==> config.mk <==
export PLATFORM = sky130hd
export DESIGN_NAME = pfc_vsense_reader
export DESIGN_NICKNAME = d
export VERILOG_FILES = /design/src/rtl/pfc_vsense_reader.sv
export SDC_FILE = /design/constraint.sdc
export NUM_CORES = 1
export LEC_CHECK = 0
export ABC_AREA = 1
export CELL_PAD_IN_SITES_DETAIL_PLACEMENT = 1
export CELL_PAD_IN_SITES_GLOBAL_PLACEMENT = 2
export CORE_ASPECT_RATIO = 0.8
export CORE_MARGIN = 3
export CORE_UTILIZATION = 37
export CTS_BUF_LIST = sky130_fd_sc_hd__clkbuf_4
export CTS_CLUSTER_SIZE = 8
export DETAILED_ROUTE_END_ITERATION = 8
export GPL_TIMING_DRIVEN = 0
export PLACE_DENSITY = 0.9
export SLEW_MARGIN = 40
export SYNTH_ARGS = -nofsm -noshare
export SYNTH_HDL_FRONTEND = slang
export SYNTH_SLANG_ARGS = --single-unit
==> constraint.sdc <==
create_clock -name clk -period 2.45 [get_ports clk]
set_input_delay 0.735 -clock clk [delete_from_list [all_inputs] [get_ports clk]]
set_output_delay 0.735 -clock clk [all_outputs]
set_load 0.005 [all_outputs]
==> src/rtl/pfc_vsense_reader.sv <==
// Serial master for the dual-channel PFC voltage-sense ADC: triggers a conversion,
// waits for data ready, clocks out 48 bits and publishes both 24-bit codes atomically.
module pfc_vsense_reader #(
    parameter int CLK_DIV      = 4,
    parameter int DRDY_TIMEOUT = 4096,
    parameter int CONV_PULSE   = 2
) (
    input  logic        clk,
    input  logic        rst_n,
    input  logic        enable,
    output logic        adc_convst,
    input  logic        adc_drdy_n,
    output logic        adc_cs_n,
    output logic        adc_sclk,
    input  logic        adc_miso,
    output logic [23:0] PFC_InVSense,
    output logic [23:0] PFC_OutVSense,
    output logic        sample_valid,
    output logic        timeout_err
);

    typedef enum logic [2:0] {
        IDLE,
        CONV,
        WAIT_DRDY,
        CS_SETUP,
        SHIFT,
        CS_HOLD,
        UPDATE
    } state_t;

    localparam logic [15:0] DIV_LAST     = 16'(CLK_DIV - 1);
    localparam logic [15:0] CONV_LAST    = 16'(CONV_PULSE - 1);
    localparam logic [15:0] TIMEOUT_LAST = 16'(DRDY_TIMEOUT - 1);
    localparam logic [5:0]  LAST_BIT     = 6'd47;

    state_t      state_reg;
    logic [15:0] cnt_reg;
    logic [5:0]  bit_cnt_reg;
    logic [47:0] shift_reg;
    logic [1:0]  drdy_sync_reg;
    logic        convst_reg;
    logic        cs_n_reg;
    logic        sclk_reg;
    logic [23:0] in_vsense_reg;
    logic [23:0] out_vsense_reg;
    logic        sample_valid_reg;
    logic        timeout_err_reg;
    logic        drdy_n_sync;

    // adc_drdy_n is driven from the ADC's own timing, so resynchronise before use.
    always_ff @(posedge clk or negedge rst_n) begin
        if (!rst_n) begin
            drdy_sync_reg <= 2'b11;
        end else begin
            drdy_sync_reg <= {drdy_sync_reg[0], adc_drdy_n};
        end
    end

    assign drdy_n_sync = drdy_sync_reg[1];

    always_ff @(posedge clk or negedge rst_n) begin
        if (!rst_n) begin
            state_reg        <= IDLE;
            cnt_reg          <= '0;
            bit_cnt_reg      <= '0;
            shift_reg        <= '0;
            convst_reg       <= 1'b0;
            cs_n_reg         <= 1'b1;
            sclk_reg         <= 1'b0;
            in_vsense_reg    <= '0;
            out_vsense_reg   <= '0;
            sample_valid_reg <= 1'b0;
            timeout_err_reg  <= 1'b0;
        end else begin
            sample_valid_reg <= 1'b0;
            case (state_reg)
                IDLE: begin
                    cnt_reg <= '0;
                    if (enable) begin
                        convst_reg <= 1'b1;
                        state_reg  <= CONV;
                    end
                end
                CONV: begin
                    if (cnt_reg == CONV_LAST) begin
                        cnt_reg    <= '0;
                        convst_reg <= 1'b0;
                        state_reg  <= WAIT_DRDY;
                    end else begin
                        cnt_reg <= cnt_reg + 16'd1;
                    end
                end
                WAIT_DRDY: begin
                    // Data ready wins over a timeout landing on the same cycle.
                    if (!drdy_n_sync) begin
                        cnt_reg   <= '0;
                        cs_n_reg  <= 1'b0;
                        state_reg <= CS_SETUP;
                    end else if (cnt_reg == TIMEOUT_LAST) begin
                        cnt_reg         <= '0;
                        timeout_err_reg <= 1'b1;
                        state_reg       <= IDLE;
                    end else begin
                        cnt_reg <= cnt_reg + 16'd1;
                    end
                end
                CS_SETUP: begin
                    if (cnt_reg == DIV_LAST) begin
                        cnt_reg     <= '0;
                        bit_cnt_reg <= '0;
                        state_reg   <= SHIFT;
                    end else begin
                        cnt_reg <= cnt_reg + 16'd1;
                    end
                end
                SHIFT: begin
                    if (cnt_reg == DIV_LAST) begin
                        cnt_reg <= '0;
                        if (!sclk_reg) begin
                            // Capture on the same clk edge that raises SCLK.
                            sclk_reg  <= 1'b1;
                            shift_reg <= {shift_reg[46:0], adc_miso};
                        end else begin
                            sclk_reg <= 1'b0;
                            if (bit_cnt_reg == LAST_BIT) begin
                                state_reg <= CS_HOLD;
                            end else begin
                                bit_cnt_reg <= bit_cnt_reg + 6'd1;
                            end
                        end
                    end else begin
                        cnt_reg <= cnt_reg + 16'd1;
                    end
                end
                CS_HOLD: begin
                    if (cnt_reg == DIV_LAST) begin
                        cnt_reg          <= '0;
                        cs_n_reg         <= 1'b1;
                        in_vsense_reg    <= shift_reg[47:24];
                        out_vsense_reg   <= shift_reg[23:0];
                        sample_valid_reg <= 1'b1;
                        timeout_err_reg  <= 1'b0;
                        state_reg        <= UPDATE;
                    end else begin
                        cnt_reg <= cnt_reg + 16'd1;
                    end
                end
                UPDATE: begin
                    state_reg <= IDLE;
                end
                default: begin
                    state_reg <= IDLE;
                end
            endcase
        end
    end

    assign adc_convst    = convst_reg;
    assign adc_cs_n      = cs_n_reg;
    assign adc_sclk      = sclk_reg;
    assign PFC_InVSense  = in_vsense_reg;
    assign PFC_OutVSense = out_vsense_reg;
    assign sample_valid  = sample_valid_reg;
    assign timeout_err   = timeout_err_reg;

endmodule

Word level (Yosys, flattened, before mapping)
Index checks and enable logic that the tools add are counted.
{ "totals": {"reg_bits": 128, "latch_bits": 0, "ram_bits": 0, "rom_bits": 0, "output_inout_bits": 53, "elab_cells": 83, "memories": 0} }
{ "classes": {"add_sub_neg": 2, "multipliers": 0, "div_mod_pow": 0, "magnitude_cmp": 0, "n_eq_ne": 21, "n_shift": 0, "muxes": 33, "n_bitwise": 1, "reduce_logical": 14} }
{ "op_table": {"columns": ["cell", "count"], "rows": [
  ["$mux 16", 4],
  ["$pmux 16 s4", 1],
  ["$mux 3", 9],
  ["$mux 6", 4],
  ["$ne 2x2->1 const B", 11],
  ["$pmux 3 s6", 1],
  ["$add 16x1->16 const B", 1],
  ["$eq 16x1->1 const B", 1],
  ["$eq 16x12->1 const B", 1],
  ["$eq 16x2->1 const B", 1],
  ["$pmux 6 s2", 1],
  ["$mux 1", 10],
  ["$reduce_and 3->1", 3],
  ["$reduce_and 8->1", 1],
  ["$add 6x1->6 const B", 1],
  ["$eq 3x2->1 const B", 2],
  ["$eq 3x3->1 const B", 2],
  ["$eq 6x6->1 const B", 1],
  ["$pmux 1 s2", 3],
  ["$reduce_bool 2->1", 3],
  ["$reduce_and 5->1", 1],
  ["$reduce_and 2->1", 2],
  ["$reduce_and 4->1", 1],
  ["$reduce_bool 4->1", 1],
  ["other kinds (5)", 5]
]} }

Depth between registers and ports, before layout
{ "logic_depth": {"word_depth": 5, "mapped_depth": 10, "depth_no_buf": 10} }

Worst setup path before layout
Ideal clock, no wire load.
{ "synth_timing": {"path_kind": "flip-flop to flip-flop", "from": "register cnt_reg[0]", "to": "register cnt_reg[7]", "arrival_time_ps": 1364, "setup_slack_ps": 964, "stages_incl_launch_ff": 10, "path_buffers": 1, "cell_sequence": "dfrtp_1 > ha_1 > inv_1 > nor2_2 > nand2_1 > nand2_2 > nand3_2 > nor2_2 > buf_6 > nor2_1"} }
{ "synth_via": {"elab_chain_cells": 4, "word_cells_on_any_way": 9, "cone_classes": "add/sub: 1; eq/ne: 3; mux: 5"} }
{ "synth_rtl": {"columns": ["item", "line_no", "source"], "rows": [
  ["start, declared", "38", "logic [15:0] cnt_reg;"],
  ["start signal, assigned", "91", "cnt_reg <= cnt_reg + 16'd1;"],
  ["start signal, assigned", "105", "cnt_reg <= cnt_reg + 16'd1;"],
  ["start signal, assigned", "114", "cnt_reg <= cnt_reg + 16'd1;"],
  ["$add 16x1->16 / $eq 16x12->1 (equally long branches)", null, null],
  ["$mux 16", "100", "end else if (cnt_reg == TIMEOUT_LAST) begin"],
  ["$mux 16", "96", "if (!drdy_n_sync) begin"],
  ["$pmux 16 s4 *", "77", "case (state_reg)"]
]} }
Every way passes the cells marked *; elsewhere a longest branch is shown, timed or not.
A chain may end at the register's enable or synchronous reset.

Worst setup path after layout
{ "layout_timing": {"from": "register cs_n_reg, in the netlist adc_cs_n", "to": "output port adc_cs_n"} }
{ "layout_lines": {"columns": ["item", "line_no", "source"], "rows": [
  ["start, declared", "43", "logic cs_n_reg;"],
  ["start signal, assigned", "69", "cs_n_reg <= 1'b1;"],
  ["start signal, assigned", "98", "cs_n_reg <= 1'b0;"],
  ["start signal, assigned", "139", "cs_n_reg <= 1'b1;"],
  ["end, declared", "13", "output logic adc_cs_n,"]
]} }
No word-level cell between the ends.

==> results.md <==
- Status: completed
- Yosys top cell by area: dfrtp_1
- Critical-path top delay cell: dfstp_2
- MaxCap Viol Count: 0
- Min Tclk post-route: 2.29 ns
- Nets: 684
- # clock sinks: 128
- Antenna cells: 0
- Root Buffer: clkbuf_4
- Width of the die: 142 microns
- HP Class: primary input to asynchronous set/reset pin
- DP Area: 0.00626 sq mm
- Post-CTS setup buffers: 0
- WL final: 12.9 mm
- Cell count after synthesis: 599
- Die Footprint: 0.0162 sq mm
- Layout cells sized above 1: 0.103
- IO Port Bufs: 57
- Combinational family with the most area after synthesis: simple AND/OR/NAND/NOR gates
- WP data required: 1.71 ns
- First-pass GRT wire length: 22.3 mm
- Avg Inst Size Synth: 9.08 sq um
- R2r endpoint: cnt_reg[9]$_DFFE_PN0P_
- Pleak: 2.86 nW
- Max FFs per register: 48
- Rows: 38
- Critical Path End Type: primary output
- Post-Synth XOR/XNOR Area: 0.0145
- Initial detailed-routing violation count: 196
- Setup CP Type: flop to primary output
- Routed vias: 4182
- Peak per-stage delay on the critical path: 0.55 ns
- Post-Synth Adder-Cell Area: 0.00690
- Pre-antenna DRT Iters: 6
- Max-slew headroom: 0.630
- Ys Warns: 0
- Die height: 114 microns
- Synth async-reset ratio: 1.00
- Final hold viol count: 0
- Routed len/inst: 14.9 microns
- Final Non-Filler Cells: 868
- Post-synthesis mux area share: 0
- Setup slack, reg-to-reg: 0.57 ns
- Fraction of the mapped netlist area in simple logic gates: 0.196
- CTS Hold Buffers Added: 0
- DR vias/cell: 4.82
- Startpoint types: flop
- Worst Path Buf+Inv: 1
- Worst setup startpoint: adc_cs_n$_DFFE_PN1P_
- Cells on worst reg2reg path: 7
- Core ar.: 0.0140 sq mm
- IO Count: 58
- Clk_skew: 0.0147 ns
- Layout Area Growth over Synthesis: 20.5%
- Cell with the most instances after synthesis: nand2_1
- GRT Total Usage: 0.172
- Distinct cells, synth: 32
- R2R Path Start: state_reg[1]$_DFFE_PN0P_
- Seq/Total Area, Yosys: 0.590
- Drc violations: 0
- Synth Cell Area: 0.00544 sq mm
- PwrDens: 700 mW/mm^2
- VDD IR max: 348 uV
- Design Area, Final: 0.00655 sq mm
- Area contributors post-synth: dfrtp_1 58%, nand2_1 11%, o21ai_0 6.0%
- Crit share post-route: 0.934
- Crit-path leading delay family: flip-flops
- Remaining global-route overflow: 0
- Clk buf depth: 2
- Slew of the pin with the lowest slew margin: 0.555 ns
- Initial antenna violation count: 0
- Vias in the first global route: 4469
- Post-synthesis compound-gate area fraction: 0.113
- Number of synthesized flops with an enable pin: 0
- GP Congestion: 0.765
- CTS resizes: 0
- Htree depth: 4
- HPWL after DPL: 9.36 mm
- TritonCTS clock tree: built
- Ys flop type: dfrtp_1
- Clk_lat worst skew: 0.52 ns
- Antenna Nets Post-Route: 0
- Crit path arrival time: 1.55 ns
- Fmax: 437 MHz
- Synth Net Count: 607
- Slew Viols, Final: 0
- Top post-synthesis cells by count: 159 x nand2_1, 125 x dfrtp_1, 70 x inv_1
- Largest fanout on the critical path: 2
- Clk slew on worst S/H paths: 0.11 ns
- Initial Util: 0.389
- Top cell type's share of synthesized area: 0.575
- RSZ-0062 raised after global routing: false
- Placed Cells: 837
- Num CTS Buffers: 17
- FF+latch count, synth: 128
- Largest net degree at the start of global routing: 70
- Count of final setup violators: 0
- Cell Chain, Critical Path: clkdlybuf4s50_1
## cells in the final DEF (no fill, tap or decap), types with 4 or more instances in the layout
cell             instances
clkbuf_4                19
nor2_1                  34
nand2_1                159
o21ai_0                 65
clkbuf_1                10
buf_6                    9
inv_1                   70
nand3_1                 23
xor2_1                   7
clkinvlp_4               5
dfrtp_1                125
clkdlybuf4s50_1         56
nor3_1                   7
nor2_2                   4
o21ai_2                  6
o21ai_1                 41
## power breakdown
group,internal [mW],switching (mW),total [mW],leakage [nW]
combinational,0.286,0.537,0.823,0.963
sequential,2.21,0.0780,2.28,1.76
clock,0.711,0.771,1.48,0.139
## worst max path at each step
| stage | end | cells past startpoint |
|---|---|---|
| 4_1_cts | adc_cs_n | 1 |
| 5_1_grt | adc_cs_n | 1 |
| 6_report | adc_cs_n | 1 |
| 2_1_floorplan | cnt_reg[7]$_DFFE_PN0P_ | 9 |
| 3_5_place_dp | state_reg[1]$_DFFE_PN0P_ | 7 |
| 3_3_place_gp | PFC_OutVSense[21]$_DFFE_PN0P_ | 1 |
## area by class of cell
cell class	count	area [sq um]
clock buffer	19	143
buffer	23	164
tap	180	225
clock inverter	12	144
inverter	73	274
sequential	128	3210
fill	1637	7430
multi-input combinational	375	1790
timing repair buffer	58	603
## cell families (layout without fill, tap and decap cells)
family	count (synthesis)	after routing
AND/OR/NAND/NOR	246	246
flip-flops	128	128
AO/OA/AOI/OAI	117	117
buffers and inverters	96	185
XOR/XNOR	9	9
adder cells (fa/ha/maj)	3	3
## through the flow
stage          hold slack (ns)  power [mW]  TNS (ns)  utilization  setup slack, ns
2_1_floorplan            0.345        2.86         0            -            0.964
3_3_place_gp             0.347        3.13   -559.00        0.446            -4.41
3_5_place_dp             0.348        3.16         0        0.448            0.335
4_1_cts                  0.129        4.66         0        0.469            0.100
5_1_grt                  0.138        4.89         0        0.469           0.0674
6_report                 0.145        4.59         0        0.469            0.162
## layer usage
metal / track usage / vias to the layer above / wire length [microns]
met5: 0 / - / 0
met1: 0.230 / 2071 / 6240
met4: 0.0454 / 0 / 106
met3: 0.0551 / 9 / 564
li1: - / 2045 / -
met2: 0.274 / 57 / 5990
Power figures use the tool's default switching activity.
